[src/rtl/render_scheduler.sv]
// Per-frame sequencer: clears the frame/depth buffers, then walks the triangle
// list and hands one triangle at a time to the raster datapath.
module render_scheduler #(
    parameter int COORD_WIDTH    = 32,
    parameter int FB_WIDTH       = 320,
    parameter int FB_HEIGHT      = 180,
    parameter int TRI_ADDR_WIDTH = 8
) (
    input  logic                                   clk_in,
    input  logic                                   rst_in,
    input  logic                                   frame_start,
    input  logic [TRI_ADDR_WIDTH:0]                num_tris,
    output logic [TRI_ADDR_WIDTH-1:0]              tri_addr,
    input  logic [9*COORD_WIDTH-1:0]               tri_data,
    output logic [9*COORD_WIDTH-1:0]               tri_verts,
    output logic                                   raster_start,
    input  logic                                   raster_done,
    output logic [$clog2(FB_WIDTH*FB_HEIGHT)-1:0]  clear_addr,
    output logic                                   clear_we,
    output logic                                   busy,
    output logic                                   frame_done,
    output logic                                   overrun,
    output logic [2:0]                             sched_state
);

    localparam int CLEAR_AW = $clog2(FB_WIDTH*FB_HEIGHT);
    localparam logic [CLEAR_AW-1:0] CLEAR_LAST = CLEAR_AW'(FB_WIDTH*FB_HEIGHT - 1);

    typedef enum logic [2:0] {
        S_IDLE   = 3'd0,
        S_CLEAR  = 3'd1,
        S_FETCH  = 3'd2,
        S_ISSUE  = 3'd3,
        S_WAIT   = 3'd4,
        S_FINISH = 3'd5
    } state_t;

    state_t                  state;
    logic [TRI_ADDR_WIDTH:0] tri_count;
    logic [TRI_ADDR_WIDTH:0] tri_idx;
    logic [TRI_ADDR_WIDTH:0] idx_next;
    logic [1:0]              wait_cnt;

    // Index is one bit wider than the address so a full list ends without wrapping.
    assign idx_next    = tri_idx + 1'b1;
    assign tri_addr    = tri_idx[TRI_ADDR_WIDTH-1:0];
    assign sched_state = state;

    always_ff @(posedge clk_in) begin
        if (rst_in) begin
            state        <= S_IDLE;
            tri_count    <= '0;
            tri_idx      <= '0;
            wait_cnt     <= '0;
            tri_verts    <= '0;
            clear_addr   <= '0;
            clear_we     <= 1'b0;
            busy         <= 1'b0;
            frame_done   <= 1'b0;
            overrun      <= 1'b0;
            raster_start <= 1'b0;
        end else begin
            overrun      <= frame_start && busy;
            frame_done   <= 1'b0;
            raster_start <= 1'b0;
            case (state)
                S_IDLE: begin
                    if (frame_start) begin
                        tri_count  <= num_tris;
                        tri_idx    <= '0;
                        busy       <= 1'b1;
                        clear_addr <= '0;
                        clear_we   <= 1'b1;
                        state      <= S_CLEAR;
                    end
                end
                S_CLEAR: begin
                    if (clear_addr == CLEAR_LAST) begin
                        clear_we <= 1'b0;
                        wait_cnt <= '0;
                        if (tri_count == '0) begin
                            frame_done <= 1'b1;
                            state      <= S_FINISH;
                        end else begin
                            state <= S_FETCH;
                        end
                    end else begin
                        clear_addr <= clear_addr + 1'b1;
                    end
                end
                // Memory returns data two cycles after the address; capture on the third.
                S_FETCH: begin
                    if (wait_cnt == 2'd2) begin
                        tri_verts    <= tri_data;
                        raster_start <= 1'b1;
                        state        <= S_ISSUE;
                    end else begin
                        wait_cnt <= wait_cnt + 2'd1;
                    end
                end
                S_ISSUE: begin
                    state <= S_WAIT;
                end
                S_WAIT: begin
                    if (raster_done) begin
                        tri_idx  <= idx_next;
                        wait_cnt <= '0;
                        if (idx_next == tri_count) begin
                            frame_done <= 1'b1;
                            state      <= S_FINISH;
                        end else begin
                            state <= S_FETCH;
                        end
                    end
                end
                S_FINISH: begin
                    busy  <= 1'b0;
                    state <= S_IDLE;
                end
                default: begin
                    state <= S_IDLE;
                end
            endcase
        end
    end

endmodule

[config.mk]
export PLATFORM = sky130hd
export DESIGN_NAME = render_scheduler
export DESIGN_NICKNAME = d
export VERILOG_FILES = /design/src/rtl/render_scheduler.sv
export SDC_FILE = /design/constraint.sdc
export NUM_CORES = 1
export LEC_CHECK = 0
export CORE_AREA = 3 3 241 243
export CTS_CLUSTER_SIZE = 25
export DETAILED_ROUTE_END_ITERATION = 6
export DIE_AREA = 0 0 244 246
export GPL_TIMING_DRIVEN = 0
export PLACE_DENSITY = 0.46
export SYNTH_ARGS = -nofsm -noshare
export SYNTH_HDL_FRONTEND = slang
export SYNTH_SLANG_ARGS = --single-unit
[constraint.sdc]
create_clock -name clk_in -period 2.8 [get_ports clk_in]
set_input_delay 0.56 -clock clk_in [delete_from_list [all_inputs] [get_ports clk_in]]
set_output_delay 0.56 -clock clk_in [all_outputs]
set_load 0.01 [all_outputs]
==> summary.md <==
| Metric | Value |
|---|---|
| Fin crit share | 89.7% |
| Yosys top cell area share | 54.8% |
| Crit Path Category | in2reg |
| Final std cell area, no fill | 20,700 sq um |
| Mapped Cells | 1,540 |
| Worst r2r src | sched_state[0]$_SDFFE_PP0P_ |
| Skew-Pair Late Insertion Delay | around 0.55 ns |
| Tmin final | 2.51 ns |
| Power Density | 563 nW/um^2 |
| Final Hold Violating Endpoints | 0 |
| GRT overflow | 0 |
| CP max FO | 10 |
| Top_reg_cell synth | dfxtp_1 |
| Worst-Margin Slew | 0.875 ns |
| Status | complete, no violations |
| CP most frequent cell | clkbuf_1 |
| Placed Area | 19,300 sq um |
| CP Cell Sequence | clkdlybuf4s50_1 > clkbuf_1 > clkbuf_1 > clkbuf_1 > a21oi_1 |
| Share of post-route cells with drive strength above 1 | 4.70% |
| Max-cap viol count | 0 |
| CTS Hold Buffers Added | 0 |
| Asr flop ratio synth | 0% |
| Worst R2R Setup Slack | about 0.34 ns |
| Final nets | approximately 2.5k |
| Num CTS Buffers | 42 |
| Die width | about 240 microns |
| Clock-pin slew on the worst setup and hold paths | 0.06 ns |
| Worst reg2reg endpoint | tri_verts[186]$_SDFFE_PP0P_ |
| Peak VDD IR | 0.335 mV |
| Post-DR vias/cell | 4.27 |
| DP Wirelength | 44,200 microns |
| GPL Wtd Cong | roughly 0.85 |
| CTS Buffer Depth | 3 |
| Final slew viol count | 0 |
| Worst path bufs/invs | 4 |
| Syn Nets | 1,844 |
| Vias in the first global route | 12.7k |
| CP peak stage delay | 0.60 ns |
| Number of synthesized flops with an enable pin | 0 |
| Initial Util | 21.6% |
| Die height | 246 microns |
| H-tree level count | 2 |
| CP endpoint kind | flip-flop |
| Met1 Use GR | 21.0% |
| GRT busiest layer | met2 |
| Peak Freq | ~400 MHz |
| Syn Area/Cell | 7.87 sq um |
| Leak | 6.92 nW |
| Largest net degree at the start of global routing | 12 |
| CP max-delay cell | clkbuf_1 |
| Core area | 56,200 sq um |
| Initial antenna violation count | 5 |
| Post-Route WL | approximately 56,000 microns |
| Distinct cell type count after synthesis | 47 |
| Drt initial violations | slightly above 500 |
| Synthesized cell area | 12,100 sq um |
| IO buf count | 620 |
| First-pass GRT wire length | between 80,000 and 90,000 microns |
| RSZ-0062 raised after global routing | no |
| WP data arrival | 2.92 ns |
| Reg2Reg Depth | 7 |
| DR WL/cell | 18.7 microns |
| Share of the yosys chip area belonging to registers | between 50% and 60% |
| Die ar. | 60,000 sq um |
| Worst hold path class | reg2reg |
| Worst Min Path Start | tri_verts[199]$_SDFFE_PP0P_ |
| Synth top area cells | dfxtp_1 (55%), nand2_1 (19%), a21oi_1 (13%) |
| Hold depth | 2 |
| M2 GR Usage | 31.0% |
| Crit start category | input pin |
| Synth area leader | dfxtp_1 |
| CTS tree | done |
| Overall routing resource usage | between 15 and 20% |
| M3 GR Usage | between 5 and 6% |
| Root Buffer | clkbuf_16 |
| Antenna Nets Post-Route | 0 |
| Synth Register Bits | 332 |
| Top Ports | 621 |
| Via count | between 10k and 15k |
| # rows | 87 |
| Synthesis Warnings | 0 |
| Drt drc | 0 |
| DRT Pass-1 Iters | 5 |
| CP top delay family | buffers and inverters |
| Area grow syn2layout | 70.5% |
| Total Power | 11.6 mW |
| Worst Hold Endpoint | tri_verts[199]$_SDFFE_PP0P_ |
| Slew Limit Headroom | 41.2% |
| CP required | 3.21 ns |
| Fill count | 5,940 |
| Final setup fails | 0 |
| Skew final | between 0.01 and 0.015 ns |
| CTS sink cnt | 332 |
-- state kept, by name, summed over array words and instances, names as in the netlist --
register      cells
overrun           1
tri_count         9
wait_cnt          2
clear_we          1
tri_verts       288
frame_done        1
raster_start      1
clear_addr       16
busy              1
tri_idx           9
sched_state       3
-- Yosys cell counts (3+ instances only) --
cell type / instances
a21oi_1: 317
a31oi_1: 3
and3_1: 7
and4_1: 5
buf_2: 24
buf_4: 8
clkbuf_1: 87
dfxtp_1: 332
ha_1: 3
inv_1: 5
nand2_1: 604
nand2b_1: 3
nand3_1: 9
nand3b_1: 3
nand4_1: 5
nor2_1: 36
nor2b_1: 3
nor3_1: 3
nor4_1: 3
o2111ai_1: 3
o211ai_1: 5
o21ai_0: 11
o21ai_1: 3
or3_1: 3
or4_1: 3
xnor2_1: 9
xor2_1: 16
-- through the flow --
step / util, % / setup slack [ns] / std cells / hold slack, ns / setup TNS (ns)
3_5_place_dp: 34.3 / -0.409 / 2916 / 0.446 / -46.15
2_1_floorplan: - / 0.878 / 1540 / 0.458 / 0
6_report: 36.8 / 0.287 / 2992 / 0.452 / 0
5_1_grt: 36.8 / 0.0612 / 2992 / 0.468 / 0
4_1_cts: 36.8 / 0.0182 / 2988 / 0.453 / 0
3_3_place_gp: 34.3 / -0.341 / 2916 / 0.442 / -37.34
-- logic make-up (layout without fill, tap and decap cells) --
logic type	count (synthesis)	in the layout	share of synthesized area, %
AND/OR/NAND/NOR	695	695	23.0
AO/OA/AOI/OAI	358	358	15.5
flip-flops	332	332	54.8
buffers and inverters	124	816	4.34
XOR/XNOR	25	25	1.81
adder cells (fa/ha/maj)	3	3	0.310
multiplexers	3	3	0.258
other	0	4	0
-- tightest hold or removal path, delay by kind of cell (launching register included) --
kind,cells,cell delay [ns]
flip-flops,1,0.30
AND/OR/NAND/NOR,1,0.05
AO/OA/AOI/OAI,1,0.05
-- power breakdown --
part | internal, mW | switching (mW) | leakage (nW)
Combinational | 0.672 | 0.654 | 3.57
Sequential | 4.80 | 0.0899 | 2.68
Clock | 3.32 | 2.10 | 0.675
Total | 8.79 | 2.85 | 6.92
-- worst max-delay path by stage --
stage | startpoint | end | slack [ns] | depth (start not counted)
2_1_floorplan | clear_addr[9]$_SDFFE_PP0P_ | clear_addr[8]$_SDFFE_PP0P_ | 0.88 | 7
3_3_place_gp | rst_in | tri_verts[98]$_SDFFE_PP0P_ | -0.34 | 5
3_5_place_dp | rst_in | tri_verts[80]$_SDFFE_PP0P_ | -0.41 | 5
4_1_cts | sched_state[1]$_SDFFE_PP0P_ | tri_verts[94]$_SDFFE_PP0P_ | 0.02 | 6
5_1_grt | sched_state[0]$_SDFFE_PP0P_ | tri_verts[190]$_SDFFE_PP0P_ | 0.06 | 7
6_report | rst_in | tri_verts[80]$_SDFFE_PP0P_ | 0.29 | 5
-- layout by cell type, fill, tap and decap left out, types with 9 or more instances in the layout --
| master | count |
|---|---|
| clkbuf_1 | 94 |
| nand2_1 | 604 |
| dfxtp_1 | 332 |
| buf_2 | 24 |
| a21oi_1 | 317 |
| nor2_1 | 36 |
| clkdlybuf4s50_1 | 620 |
| o21ai_0 | 11 |
| xnor2_1 | 9 |
| clkbuf_16 | 45 |
| xor2_1 | 16 |
-- metal layers --
metal / vias up / wire (microns)
li1: 6359 / -
met3: 76 / 3710
met5: - / 20
met4: 2 / 1480
met1: 5952 / 22900
met2: 379 / 27900
-- area by class of cell --
type                    instances  area, sq um  share of cell area [%]
clock inverters                 8         92.6                   0.448
plain buffers                 117          504                    2.44
inverters                       5         18.8                  0.0908
diodes                          4         10.0                  0.0484
flip-flops and latches        332         6650                    32.2
clock buffers                  66         1280                    6.22
repair buffers                620         6210                    30.0
well taps                     756          946                    4.58
multi-input cells            1084         4950                    24.0
-- timing repair --
item | CTS | global route
gates resized for setup | 0 | 9
setup buffers | 0 | 0
hold endpoints to repair | 0 | 0
setup endpoints to repair | 210 | 210
No activity file was read; power rests on OpenSTA's default activity.
